## src/rtl/branch_ctrl_pkg.sv

```systemverilog
// rtl/branch_ctrl_pkg.sv - shared types and constants for the branch redirect controller
package branch_ctrl_pkg;

  localparam int XLEN_DEFAULT = 32;

  typedef enum logic [1:0] {
    ST_IDLE     = 2'd0,
    ST_REDIRECT = 2'd1,
    ST_FLUSH    = 2'd2
  } redir_state_e;

  // Word-aligned targets are the only ones the fetch unit can take.
  function automatic logic is_aligned(input logic [1:0] lsb);
    return (lsb == 2'b00);
  endfunction

endpackage

```

## src/rtl/sat_counter.sv

```systemverilog
// rtl/sat_counter.sv - saturating event counter with synchronous clear
module sat_counter #(
  parameter int CNT_W = 16
) (
  input  logic             clk,
  input  logic             rst_n,
  input  logic             inc,
  input  logic             clr,
  output logic [CNT_W-1:0] cnt
);

  logic [CNT_W-1:0] cnt_q;

  // Clear has priority so a coincident event is dropped, not counted.
  always_ff @(posedge clk or negedge rst_n) begin
    if (!rst_n) begin
      cnt_q <= '0;
    end else if (clr) begin
      cnt_q <= '0;
    end else if (inc && (cnt_q != {CNT_W{1'b1}})) begin
      cnt_q <= cnt_q + CNT_W'(1);
    end
  end

  assign cnt = cnt_q;

endmodule

```

## src/rtl/branch_redirect_ctrl.sv

```systemverilog
// rtl/branch_redirect_ctrl.sv - PC redirect and flush sequencer for control transfers resolved in EX
module branch_redirect_ctrl
  import branch_ctrl_pkg::*;
#(
  parameter int XLEN         = XLEN_DEFAULT,
  parameter int FLUSH_CYCLES = 2,
  parameter int CNT_W        = 16
) (
  input  logic             clk,
  input  logic             rst_n,
  input  logic             ex_valid,
  input  logic             ex_is_ctrl,
  input  logic             branch_or_not,
  input  logic [XLEN-1:0]  ex_target,
  input  logic             pipe_stall,
  input  logic             clr_stats,
  output logic             pc_sel,
  output logic [XLEN-1:0]  pc_target,
  output logic             flush_ifid,
  output logic             flush_idex,
  output logic             busy,
  output logic             misalign_err,
  output logic [CNT_W-1:0] branch_cnt,
  output logic [CNT_W-1:0] taken_cnt
);

  localparam logic [2:0] FLUSH_LOAD = 3'(FLUSH_CYCLES - 1);

  if ((FLUSH_CYCLES < 1) || (FLUSH_CYCLES > 7)) begin : g_bad_flush_cycles
    $error("FLUSH_CYCLES must be in 1..7");
  end

  redir_state_e    state_q;
  logic [2:0]      flush_cnt_q;
  logic [XLEN-1:0] pc_target_q;
  logic            pc_sel_q;
  logic            flush_ifid_q;
  logic            flush_idex_q;
  logic            busy_q;
  logic            misalign_q;

  logic acc;
  logic taken_ok;
  logic taken_bad;

  // Instructions arriving while a sequence runs are squashed bubbles.
  assign acc       = (state_q == ST_IDLE) & ex_valid & ex_is_ctrl & ~pipe_stall;
  assign taken_ok  = acc & branch_or_not & is_aligned(ex_target[1:0]);
  assign taken_bad = acc & branch_or_not & ~is_aligned(ex_target[1:0]);

  always_ff @(posedge clk or negedge rst_n) begin
    if (!rst_n) begin
      state_q      <= ST_IDLE;
      flush_cnt_q  <= 3'd0;
      pc_target_q  <= '0;
      pc_sel_q     <= 1'b0;
      flush_ifid_q <= 1'b0;
      flush_idex_q <= 1'b0;
      busy_q       <= 1'b0;
      misalign_q   <= 1'b0;
    end else begin
      misalign_q <= taken_bad;
      case (state_q)
        ST_IDLE: begin
          if (taken_ok) begin
            pc_target_q  <= ex_target;
            state_q      <= ST_REDIRECT;
            pc_sel_q     <= 1'b1;
            flush_ifid_q <= 1'b1;
            flush_idex_q <= 1'b1;
            busy_q       <= 1'b1;
          end
        end
        ST_REDIRECT: begin
          if (!pipe_stall) begin
            pc_sel_q     <= 1'b0;
            flush_idex_q <= 1'b0;
            if (FLUSH_CYCLES == 1) begin
              state_q      <= ST_IDLE;
              flush_ifid_q <= 1'b0;
              busy_q       <= 1'b0;
            end else begin
              flush_cnt_q <= FLUSH_LOAD;
              state_q     <= ST_FLUSH;
            end
          end
        end
        ST_FLUSH: begin
          // The counter holds the FLUSH cycles still to run, this one included.
          if (!pipe_stall) begin
            if (flush_cnt_q <= 3'd1) begin
              flush_cnt_q  <= 3'd0;
              state_q      <= ST_IDLE;
              flush_ifid_q <= 1'b0;
              busy_q       <= 1'b0;
            end else begin
              flush_cnt_q <= flush_cnt_q - 3'd1;
            end
          end
        end
        default: begin
          state_q      <= ST_IDLE;
          flush_cnt_q  <= 3'd0;
          pc_sel_q     <= 1'b0;
          flush_ifid_q <= 1'b0;
          flush_idex_q <= 1'b0;
          busy_q       <= 1'b0;
        end
      endcase
    end
  end

  sat_counter #(.CNT_W(CNT_W)) u_branch_cnt (
    .clk   (clk),
    .rst_n (rst_n),
    .inc   (acc),
    .clr   (clr_stats),
    .cnt   (branch_cnt)
  );

  sat_counter #(.CNT_W(CNT_W)) u_taken_cnt (
    .clk   (clk),
    .rst_n (rst_n),
    .inc   (taken_ok),
    .clr   (clr_stats),
    .cnt   (taken_cnt)
  );

  assign pc_sel       = pc_sel_q;
  assign pc_target    = pc_target_q;
  assign flush_ifid   = flush_ifid_q;
  assign flush_idex   = flush_idex_q;
  assign busy         = busy_q;
  assign misalign_err = misalign_q;

endmodule

```

## config.mk

```make
export PLATFORM = sky130hd
export DESIGN_NAME = branch_redirect_ctrl
export DESIGN_NICKNAME = d
export VERILOG_FILES = /design/src/rtl/branch_ctrl_pkg.sv /design/src/rtl/sat_counter.sv /design/src/rtl/branch_redirect_ctrl.sv
export SDC_FILE = /design/constraint.sdc
export NUM_CORES = 1
export LEC_CHECK = 0
export ABC_AREA = 0
export CORE_MARGIN = 3
export CORE_UTILIZATION = 43
export DETAILED_ROUTE_END_ITERATION = 8
export GPL_ROUTABILITY_DRIVEN = 1
export PLACE_DENSITY = 0.86
export SETUP_SLACK_MARGIN = 0.15
export SLEW_MARGIN = 40
export SYNTH_ARGS = -nofsm -noshare
export SYNTH_HDL_FRONTEND = slang
export SYNTH_SLANG_ARGS = --single-unit
```

## constraint.sdc

```tcl
create_clock -name clk -period 2.1 [get_ports clk]
set_input_delay 0.315 -clock clk [delete_from_list [all_inputs] [get_ports clk]]
set_output_delay 0.315 -clock clk [all_outputs]
set_load 0.005 [all_outputs]
```

==> impl_metrics.yaml <==
pwr:
  total_power_uw: 4150
  p_sw_uw: 1130
  power.internal_uw: 3020
  swShare_pct: 27.2
  p_clk_share_pct: 32.2
  seq_power_share_pct: 41.2
  p_comb_share_pct: 26.6
  vdd_drop_max_mv: 0.492
  power.density_nw_per_um2: 780
  leakagePower_uw: 0.00236
cts:
  clk_pin_slew_worst_paths_ps: 80
  cts_tree: "done"
  insertion_delay_ps: 350
  clockBufferDepth: 2
  cts_sinks: 72
  cts_root_buf: "clkbuf_8"
  htreeDepth: 3
  cts-buffers-inserted: 9
grt:
  track_usage_pct: 19.7
  grt_max_degree: 73
  grt_pass1_wl_um: 15800
  grt_pass1_vias: 3409
  overflow: 0
  antenna_found_initial: 0
detailed_routing:
  drc: 0
  totalWireLength_um: 9540
  firstDrtPassIters: 4
  num_vias: 3346
  wire_per_inst_um: 15.5
  via_per_inst: 5.45
  ant_nets: 0
  drtIter0Drc: 178
die:
  rows: 32
  die_w_um: 97.8
  initial_utilization_pct: 45.5
  die_height_um: 97.8
  dieArea_um2: 9570
  fp.coreArea_um2: 7970
  io_pins: 108
worst_setup_path:
  rr_endpoint: "u_branch_cnt.cnt[15]"
  cp-end-kind: "register"
  crit_type: "reg -> reg"
  worstRegToRegCells: 7
  r2r_start: "state_q[1]"
  cp-endpoint: "u_branch_cnt.cnt[15]"
  r2r_setup_slack_ps: 200
  critical_path.startpoint_type: "register"
  required_ps: 2380
  crit_arrival_ps: 2190
  crit_start: "state_q[1]"
  critPathMaxFanout: 7
synthesis:
  synth_area_leaders: "dfrtp_1, nand2_1, a21oi_1"
  synth_top_area_cell: "dfrtp_1"
  ys_ff_latch: 72
  ys_types: 44
  syn-num-nets: 426
  syn_inst: 378
  ys.flop_type: "dfrtp_1"
  ys_seq_area_share_pct: 49.7
  synth-edff-count: 0
  synth_warnings: 0
  synth_top_area_share_pct: 49.7
  synth_area_um2: 3630
  synthArstFlopShare_pct: 100
  synth.avg_cell_area_um2: 9.60
job:
  drv_cap: 0
cells_and_area:
  multi_input_area_um2: 1770
  nFillCells: 602
  drive_gt1_share_pct: 16.4
  most-common-layout-cells: "clkdlybuf4s50_1, nand2_1, dfrtp_1"
  finalNetCount: 555
  syn2layout_area_growth_pct: 46.7
  regArea_um2: 1800
  final_common_cell: "clkdlybuf4s50_1"
  n_antenna_cell: 0
sta:
  period_needed_ps: 1900
  period_share_pct: 90.6
  rsz0062_at_grt: "yes"
  maxSlewViolCount: 0
  hold_viol: 0
  finalSetupViolations: 0
  worstMarginPinSlew_ps: 448
  setup_tns_ps: 0
  max_freq_mhz: 525
  relSlewSlack_pct: 69.8
  clock_skew_ps: 13.2
placement:
  port-buffer-count: 107
  dpl.hpwl_um: 6340
  gp_congestion: 0.821
run_status:
  status: "complete, no violations"
worst_hold_path:
  hp-class: "reg -> reg"
  whs_path_depth: 2
-- cells by family after synthesis --
| family | count (synthesis) | share of synthesized area (%) |
|---|---|---|
| flops | 72 | 49.7 |
| buf+inv | 31 | 4.35 |
| compound gates | 69 | 11.5 |
| fa+ha+maj | 9 | 3.10 |
| simple gates | 188 | 28.2 |
| xor+xnor | 1 | 0.242 |
| mux | 8 | 2.90 |
-- cell usage after synthesis (all sizes together) (9+ instances only) --
cell / n
a21oi: 30
buf: 9
clkbuf: 11
dfrtp: 72
ha: 9
inv: 11
nand2: 104
nand3: 9
nand4: 9
o21ai: 12
o31ai: 16
or4: 15
-- metrics by stage --
stage / worst slack [ps] / util [%] / cell area (um2) / cells / hold slack [ps]
final: 197 / 66.8 / 5320 / 614 / 478
after global routing: 112 / 66.8 / 5320 / 614 / 480
after CTS: 150 / 65.5 / 5220 / 607 / 471
after detailed placement: -61.4 / 61.4 / 4890 / 587 / 375
after global placement: 1.95 / 61.4 / 4890 / 587 / 372
after floorplan: 157 / - / 3630 / 378 / 19.4
-- area by class of cell --
type	count	area share, %
flip-flops and latches	72	33.9
multi-input cells	276	33.3
repair buffers	137	25.1
well taps	102	2.40
clock buffers	9	2.33
clock inverters	7	2.26
inverters	11	0.776
-- registers in the layout (all words and copies together), names as in the netlist --
name	count
u_branch_cnt.cnt	16
flush_idex	1
state_q	2
busy	1
misalign_err	1
pc_target	32
flush_cnt_q	3
u_taken_cnt.cnt	16
-- critical path, cell delays in order, from the launching register on --
cell and delay (ps):
dfrtp_1 400, inv_2 100, ha_4 140, and4b_2 270, buf_4 150, nand4_4 110, or4_4 510, a21oi_2 150
-- power by group through the flow --
| stage | Clock, uW | Sequential (uW) | Combinational [uW] |
|---|---|---|---|
| finish | 1330 | 1710 | 1100 |
| global route | 1420 | 1730 | 1230 |
| CTS | 1370 | 1710 | 1060 |
| detailed placement | 0 | 1740 | 985 |
| global placement | 0 | 1730 | 949 |
| floorplan | 0 | 1740 | 397 |
-- worst min path at each step --
stage	slack [ps]	end	startpoint
3_5_place_dp	370	u_branch_cnt.cnt[14]	rst_n
6_report	480	pc_target[14]	pc_target[14]
2_1_floorplan	20	busy	rst_n
4_1_cts	470	pc_target[17]	ex_target[17]
3_3_place_gp	370	u_branch_cnt.cnt[14]	rst_n
5_1_grt	480	pc_target[11]	ex_target[11]
-- layer usage --
layer  vias to the layer above  share of wire [%]  GRT usage (%)
met2                       123                 49           33.0
li1                       1590                  -              -
met3                        15                9.0           8.43
met4                         0                1.3           5.54
met5                         -                  0              0
met1                      1618                 41           23.3
-- repair_timing --
item	4_1_cts	5_1_grt
pin swaps	1	1
resized for setup	11	12
hold buffers	1	0
setup buffers	2	7
cloned	1	0
endpoints found under the setup margin	25	22
hold endpoints to repair	18	0
No activity file was read; power rests on OpenSTA's default activity.
